<file path="config.mk">
export PLATFORM = sky130hd
export DESIGN_NAME = aig_tt_sweeper
export DESIGN_NICKNAME = d
export VERILOG_FILES = /design/src/rtl/aig_tt_sweeper.sv
export SDC_FILE = /design/constraint.sdc
export NUM_CORES = 1
export LEC_CHECK = 0
export BUFFER_PORTS_ARGS = -buffer_cell sky130_fd_sc_hd__buf_2
export CAP_MARGIN = 20
export CELL_PAD_IN_SITES_DETAIL_PLACEMENT = 1
export CELL_PAD_IN_SITES_GLOBAL_PLACEMENT = 1
export CORE_MARGIN = 2
export CORE_UTILIZATION = 36
export CTS_CLUSTER_SIZE = 40
export DETAILED_ROUTE_END_ITERATION = 8
export PLACE_DENSITY_LB_ADDON = 0.1
export SLEW_MARGIN = 20
export SYNTH_ARGS = -nofsm -noshare
export SYNTH_HDL_FRONTEND = slang
export SYNTH_SLANG_ARGS = --single-unit
</file>
<file path="constraint.sdc">
create_clock -name clk -period 2.3 [get_ports clk]
set_clock_uncertainty 0.05 [all_clocks]
set_input_delay 0.575 -clock clk [delete_from_list [all_inputs] [get_ports clk]]
set_output_delay 0.575 -clock clk [all_outputs]
set_load 0.03 [all_outputs]
</file>
<file path="src/rtl/aig_tt_sweeper.sv">
// Truth-table sweeper: drives every pattern onto a combinational netlist, collects
// the single primary output into a truth table and compares it with a golden table.
module aig_tt_sweeper #(
    parameter int NUM_PI = 5,
    parameter int SETTLE = 0,
    localparam int TT_W = 1 << NUM_PI
) (
    input  logic              clk,
    input  logic              rst,
    input  logic              start,
    input  logic              abort,
    input  logic [TT_W-1:0]   golden,
    input  logic              po_in,
    output logic [NUM_PI-1:0] pi_vec,
    output logic              busy,
    output logic              done,
    output logic [TT_W-1:0]   tt,
    output logic              match,
    output logic [NUM_PI:0]   mismatch_cnt,
    output logic [NUM_PI-1:0] first_fail
);

    typedef enum logic [1:0] {
        S_IDLE   = 2'd0,
        S_RUN    = 2'd1,
        S_FINISH = 2'd2
    } state_t;

    localparam logic [NUM_PI-1:0] IDX_ONE    = NUM_PI'(1);
    localparam logic [NUM_PI-1:0] IDX_LAST   = '1;
    localparam logic [NUM_PI:0]   CNT_ONE    = (NUM_PI + 1)'(1);
    localparam logic [3:0]        SETTLE_END = 4'(SETTLE);

    state_t            state_q, state_d;
    logic [NUM_PI-1:0] idx_q, idx_d;
    logic [3:0]        settle_q, settle_d;
    logic [TT_W-1:0]   golden_q, golden_d;
    logic [TT_W-1:0]   tt_q, tt_d;
    logic [NUM_PI:0]   cnt_q, cnt_d;
    logic [NUM_PI-1:0] ff_q, ff_d;
    logic              match_q, match_d;
    logic              busy_q, busy_d;
    logic              done_q, done_d;

    // Next-state logic for the sweep controller and result registers
    always_comb begin
        state_d  = state_q;
        idx_d    = idx_q;
        settle_d = settle_q;
        golden_d = golden_q;
        tt_d     = tt_q;
        cnt_d    = cnt_q;
        ff_d     = ff_q;
        match_d  = match_q;
        busy_d   = busy_q;
        done_d   = 1'b0;
        case (state_q)
            S_IDLE: begin
                if (start) begin
                    state_d  = S_RUN;
                    busy_d   = 1'b1;
                    idx_d    = '0;
                    settle_d = 4'd0;
                    tt_d     = '0;
                    cnt_d    = '0;
                    ff_d     = '0;
                    match_d  = 1'b0;
                    golden_d = golden;
                end else begin
                    state_d = S_IDLE;
                end
            end
            S_RUN: begin
                // abort beats a sample landing in the same cycle
                if (abort) begin
                    state_d = S_IDLE;
                    busy_d  = 1'b0;
                    match_d = 1'b0;
                end else if (settle_q != SETTLE_END) begin
                    settle_d = settle_q + 4'd1;
                end else begin
                    tt_d[idx_q] = po_in;
                    if (po_in != golden_q[idx_q]) begin
                        cnt_d = cnt_q + CNT_ONE;
                        if (cnt_q == '0) begin
                            ff_d = idx_q;
                        end else begin
                            ff_d = ff_q;
                        end
                    end else begin
                        cnt_d = cnt_q;
                    end
                    if (idx_q == IDX_LAST) begin
                        state_d = S_FINISH;
                        busy_d  = 1'b0;
                        done_d  = 1'b1;
                        match_d = (cnt_d == '0);
                    end else begin
                        idx_d    = idx_q + IDX_ONE;
                        settle_d = 4'd0;
                    end
                end
            end
            S_FINISH: begin
                state_d = S_IDLE;
            end
            default: begin
                state_d = S_IDLE;
                busy_d  = 1'b0;
            end
        endcase
    end

    // State and output registers with synchronous reset
    always_ff @(posedge clk) begin
        if (rst) begin
            state_q  <= S_IDLE;
            idx_q    <= '0;
            settle_q <= 4'd0;
            golden_q <= '0;
            tt_q     <= '0;
            cnt_q    <= '0;
            ff_q     <= '0;
            match_q  <= 1'b0;
            busy_q   <= 1'b0;
            done_q   <= 1'b0;
        end else begin
            state_q  <= state_d;
            idx_q    <= idx_d;
            settle_q <= settle_d;
            golden_q <= golden_d;
            tt_q     <= tt_d;
            cnt_q    <= cnt_d;
            ff_q     <= ff_d;
            match_q  <= match_d;
            busy_q   <= busy_d;
            done_q   <= done_d;
        end
    end

    assign pi_vec       = idx_q;
    assign busy         = busy_q;
    assign done         = done_q;
    assign tt           = tt_q;
    assign match        = match_q;
    assign mismatch_cnt = cnt_q;
    assign first_fail   = ff_q;

endmodule

</file>
==> out/summary.txt <==
======================================================================================
Final Total Pwr .........................................................      3.67 mW
Number of synthesized flops with an enable pin ..........................            0
Number of synthesized register bits .....................................           89
Outcome ................................................................. finished with violations
Height of the die .......................................................       114 µm
Net count after synthesis ...............................................          597
Core footprint ..........................................................    11600 µm²
Total of endpoints with negative setup slack in the final report ........            2
Io pins .................................................................           88
Sort of element at the end of the critical path .........................         flop
Via count ...............................................................         4288
Largest net degree at the start of global routing .......................           45
CP startpoint kind ......................................................         flop
Fraction of the mapped netlist area in adder cells ......................       0.0261
Drt wl/cell .............................................................      17.3 µm
Proportion of netlist area held by the largest area contributor .........        0.413
Number of antenna diodes ................................................            0
Leakage power ...........................................................      2.18 nW
Largest stage delay on the critical path ................................      0.44 ns
Library cell with the largest summed area after synthesis ...............      dfxtp_1
Antenna violations before repair ........................................            0
Largest family of logic cells by synthesized area ....................... compound AO/OA/AOI/OAI gates
Die Wd ..................................................................       114 µm
Setup total negative slack ..............................................   -0.0336 ns
Arrival time reported for the critical path endpoint ....................      2.54 ns
RD Place Congestion .....................................................        0.826
Shortest period the worst path allows ...................................      2.33 ns
Aggregate global-route resource usage ...................................        0.212
H-tree depth ............................................................            3
Classification of the worst setup path ..................................      reg2reg
Power density relative to cell area .....................................   669 nW/µm²
Warnings from Yosys .....................................................            0
Most frequent cells in the layout ....................................... nand2_1, a21oi_1, buf_2
Synth Area in Compound Gates ............................................        0.233
Post-Syn Area per Cell ..................................................     7.84 µm²
Detailed-route wire length ..............................................      13.6 mm
Global-route wire length before repair ..................................      21.9 mm
Initial Util ............................................................        0.373
Via count of the first global-routing pass ..............................         4226
Total number of placement rows ..........................................           39
Clock root buffer .......................................................    clkbuf_16
Slowest library cell on the worst path ..................................       or4b_1
VDD IR max ..............................................................       378 µV
Synth area leaders ...................................................... dfxtp_1, a21oi_1, nand2_1, o21ai_0, mux2i_1
Clock network latency to the later pin of the worst-skew pair ...........      0.34 ns
Setup slack after layout ................................................   -0.0282 ns
Mux contribution to synthesized area ....................................       0.0394
Required @ worst endpoint ...............................................      2.51 ns
Proportion of layout cells with a drive suffix above 1 ..................        0.267
Fraction of synthesis flops using an asynchronous set or reset pin ......            0
Area post-placement .....................................................     5000 µm²
DR DRC count ............................................................            0
Failing checks .......................................................... setup timing
Area share of xor/xnor cells in the synthesized design ..................       0.0122
Port Buffer Count .......................................................           87
Final net count .........................................................          686
GRT overflow ............................................................            0
Clock-pin slew on the worst setup and hold paths ........................      0.07 ns
Post-route standard cell area excluding fillers .........................     5490 µm²
Maximum frequency from static timing analysis ...........................    0.430 GHz
Synth Cell Area .........................................................     4320 µm²
Violation count after the first detailed-route iteration ................          174
Fill cells ..............................................................         1422
CTS tree ................................................................        built
Total count of hold-check failures in the final report ..................            0
Kind of path behind the tightest hold check .............................       in2reg
Highest fanout seen on the critical path ................................            6
Main flop type after synthesis ..........................................      dfxtp_1
ANT nets after route ....................................................            0
TritonCTS buffer count ..................................................            9
Simple-Gate Fraction of Synth Area ......................................        0.216
Clock tree sinks ........................................................           89
Crit-path cells ......................................................... buf_12, mux2i_2, o221ai_1, a22o_2, o21a_4, nor2_8, or4b_1, a31oi_1
Actual transition at the worst max-transition pin .......................     0.724 ns
Via density per instance ................................................         5.44
Leading cell type in the layout, fill and taps excluded .................      nand2_1
Full die area ...........................................................    12900 µm²
Max-slew violation total from the final report ..........................            0
Relative slew slack .....................................................        0.518
Max-cap violations ......................................................            0
Sequential element share of the synthesized area ........................        0.413
Number of distinct standard cells referenced by the synthesized netlist .           53
Clock Tree Buf Depth ....................................................            2
Half-perimeter wire length after detailed placement .....................      9.37 mm
Fraction of the cycle the final worst path needs ........................         1.01
Total iterations of the first detailed-routing run ......................            4
Unrepaired setup endpoints after global routing .........................          yes
Number of instances in the synthesized netlist ..........................          551
Post-synthesis to final-layout area growth ..............................        27.2%
======================================================================================
-- layer usage --
layer  part of all wire  vias to the layer above  GRT usage  wire [µm]
li1                   -                     2108          -          -
met1               0.50                     2090      0.297       6770
met2               0.46                       72      0.337       6300
met3              0.026                       18     0.0308        356
met4              0.015                        0     0.0675        204
met5                  0                        -          0          0
-- metrics by stage --
stage                     setup slack (ns)  hold WS (ns)  cells   util
after floorplan                     0.0115         0.386    551      -
after global placement              0.0134         0.401    768  0.432
after detailed placement           -0.0850         0.399    768  0.432
after CTS                         -0.00288         0.382    787  0.467
after global routing               -0.0943         0.395    788  0.475
final                              -0.0282         0.392    788  0.475
-- critical path, delay by kind of cell (launching register included) --
kind	cells	cell delay (ns)
AO/OA/AOI/OAI	4	0.94
AND/OR/NAND/NOR	2	0.53
flip-flops	1	0.39
multiplexers	1	0.20
buffers and inverters	1	0.13
-- synthesized netlist by cell type (all sizes together) (2+ instances only) --
master	number
nand2	109
a21oi	106
dfxtp	89
o21ai	39
clkbuf	33
mux2i	17
nor2	17
buf	16
nor3	13
nand3	10
and3	9
ha	9
inv	9
o221ai	8
nand3b	7
or3b	7
or3	6
a32o	5
a31oi	4
nand4	3
xnor2	3
xor2	3
a211oi	2
a22o	2
nand2b	2
nor3b	2
nor4	2
nor4b	2
o211ai	2
o22ai	2
o311ai	2
-- worst paths after layout --
kind	from	endpoint	slack, ns	cells after the start
worst max register to register	pi_vec[1]	mismatch_cnt[5]	-0.03	8
worst min-delay path	abort	done	0.39	2
worst max-delay path	pi_vec[1]	mismatch_cnt[5]	-0.03	8
worst min register to register	golden_q[24]	golden_q[24]	0.40	2
-- power by group --
group          leakage [nW]  total (mW)  switching, mW  internal [mW]
Clock                 0.164        1.68          0.619           1.06
Sequential            0.726        1.61         0.0342           1.58
Combinational          1.29       0.377          0.235          0.143
-- cells by family after synthesis --
family,Yosys count
simple gates,193
compound gates,178
flops,89
buf+inv,59
mux,17
fa+ha+maj,9
xor+xnor,6
-- sequential cells by signal, summed over array words and instances (netlist names) --
| signal | count |
|---|---|
| state_q | 2 |
| golden_q | 32 |
| done | 1 |
| busy | 1 |
| settle_q | 4 |
| match | 1 |
| mismatch_cnt | 6 |
| tt | 32 |
| first_fail | 5 |
| pi_vec | 5 |
-- area by class of cell --
cell class,count,area (µm²),share of cell area
multi-input combinational,403,2370,0.432
sequential,89,1800,0.327
timing repair buffer,127,768,0.140
clock buffer,11,233,0.0424
tap,143,179,0.0326
clock inverter,5,104,0.0189
inverter,10,37.5,0.00684
-- repair_timing --
action,in CTS,in global routing
endpoints found under the setup margin,11,19
resized for setup,6,23
hold buffers,0,0
setup buffers,3,1
pin swaps,3,11
Power figures use the tool's default switching activity.
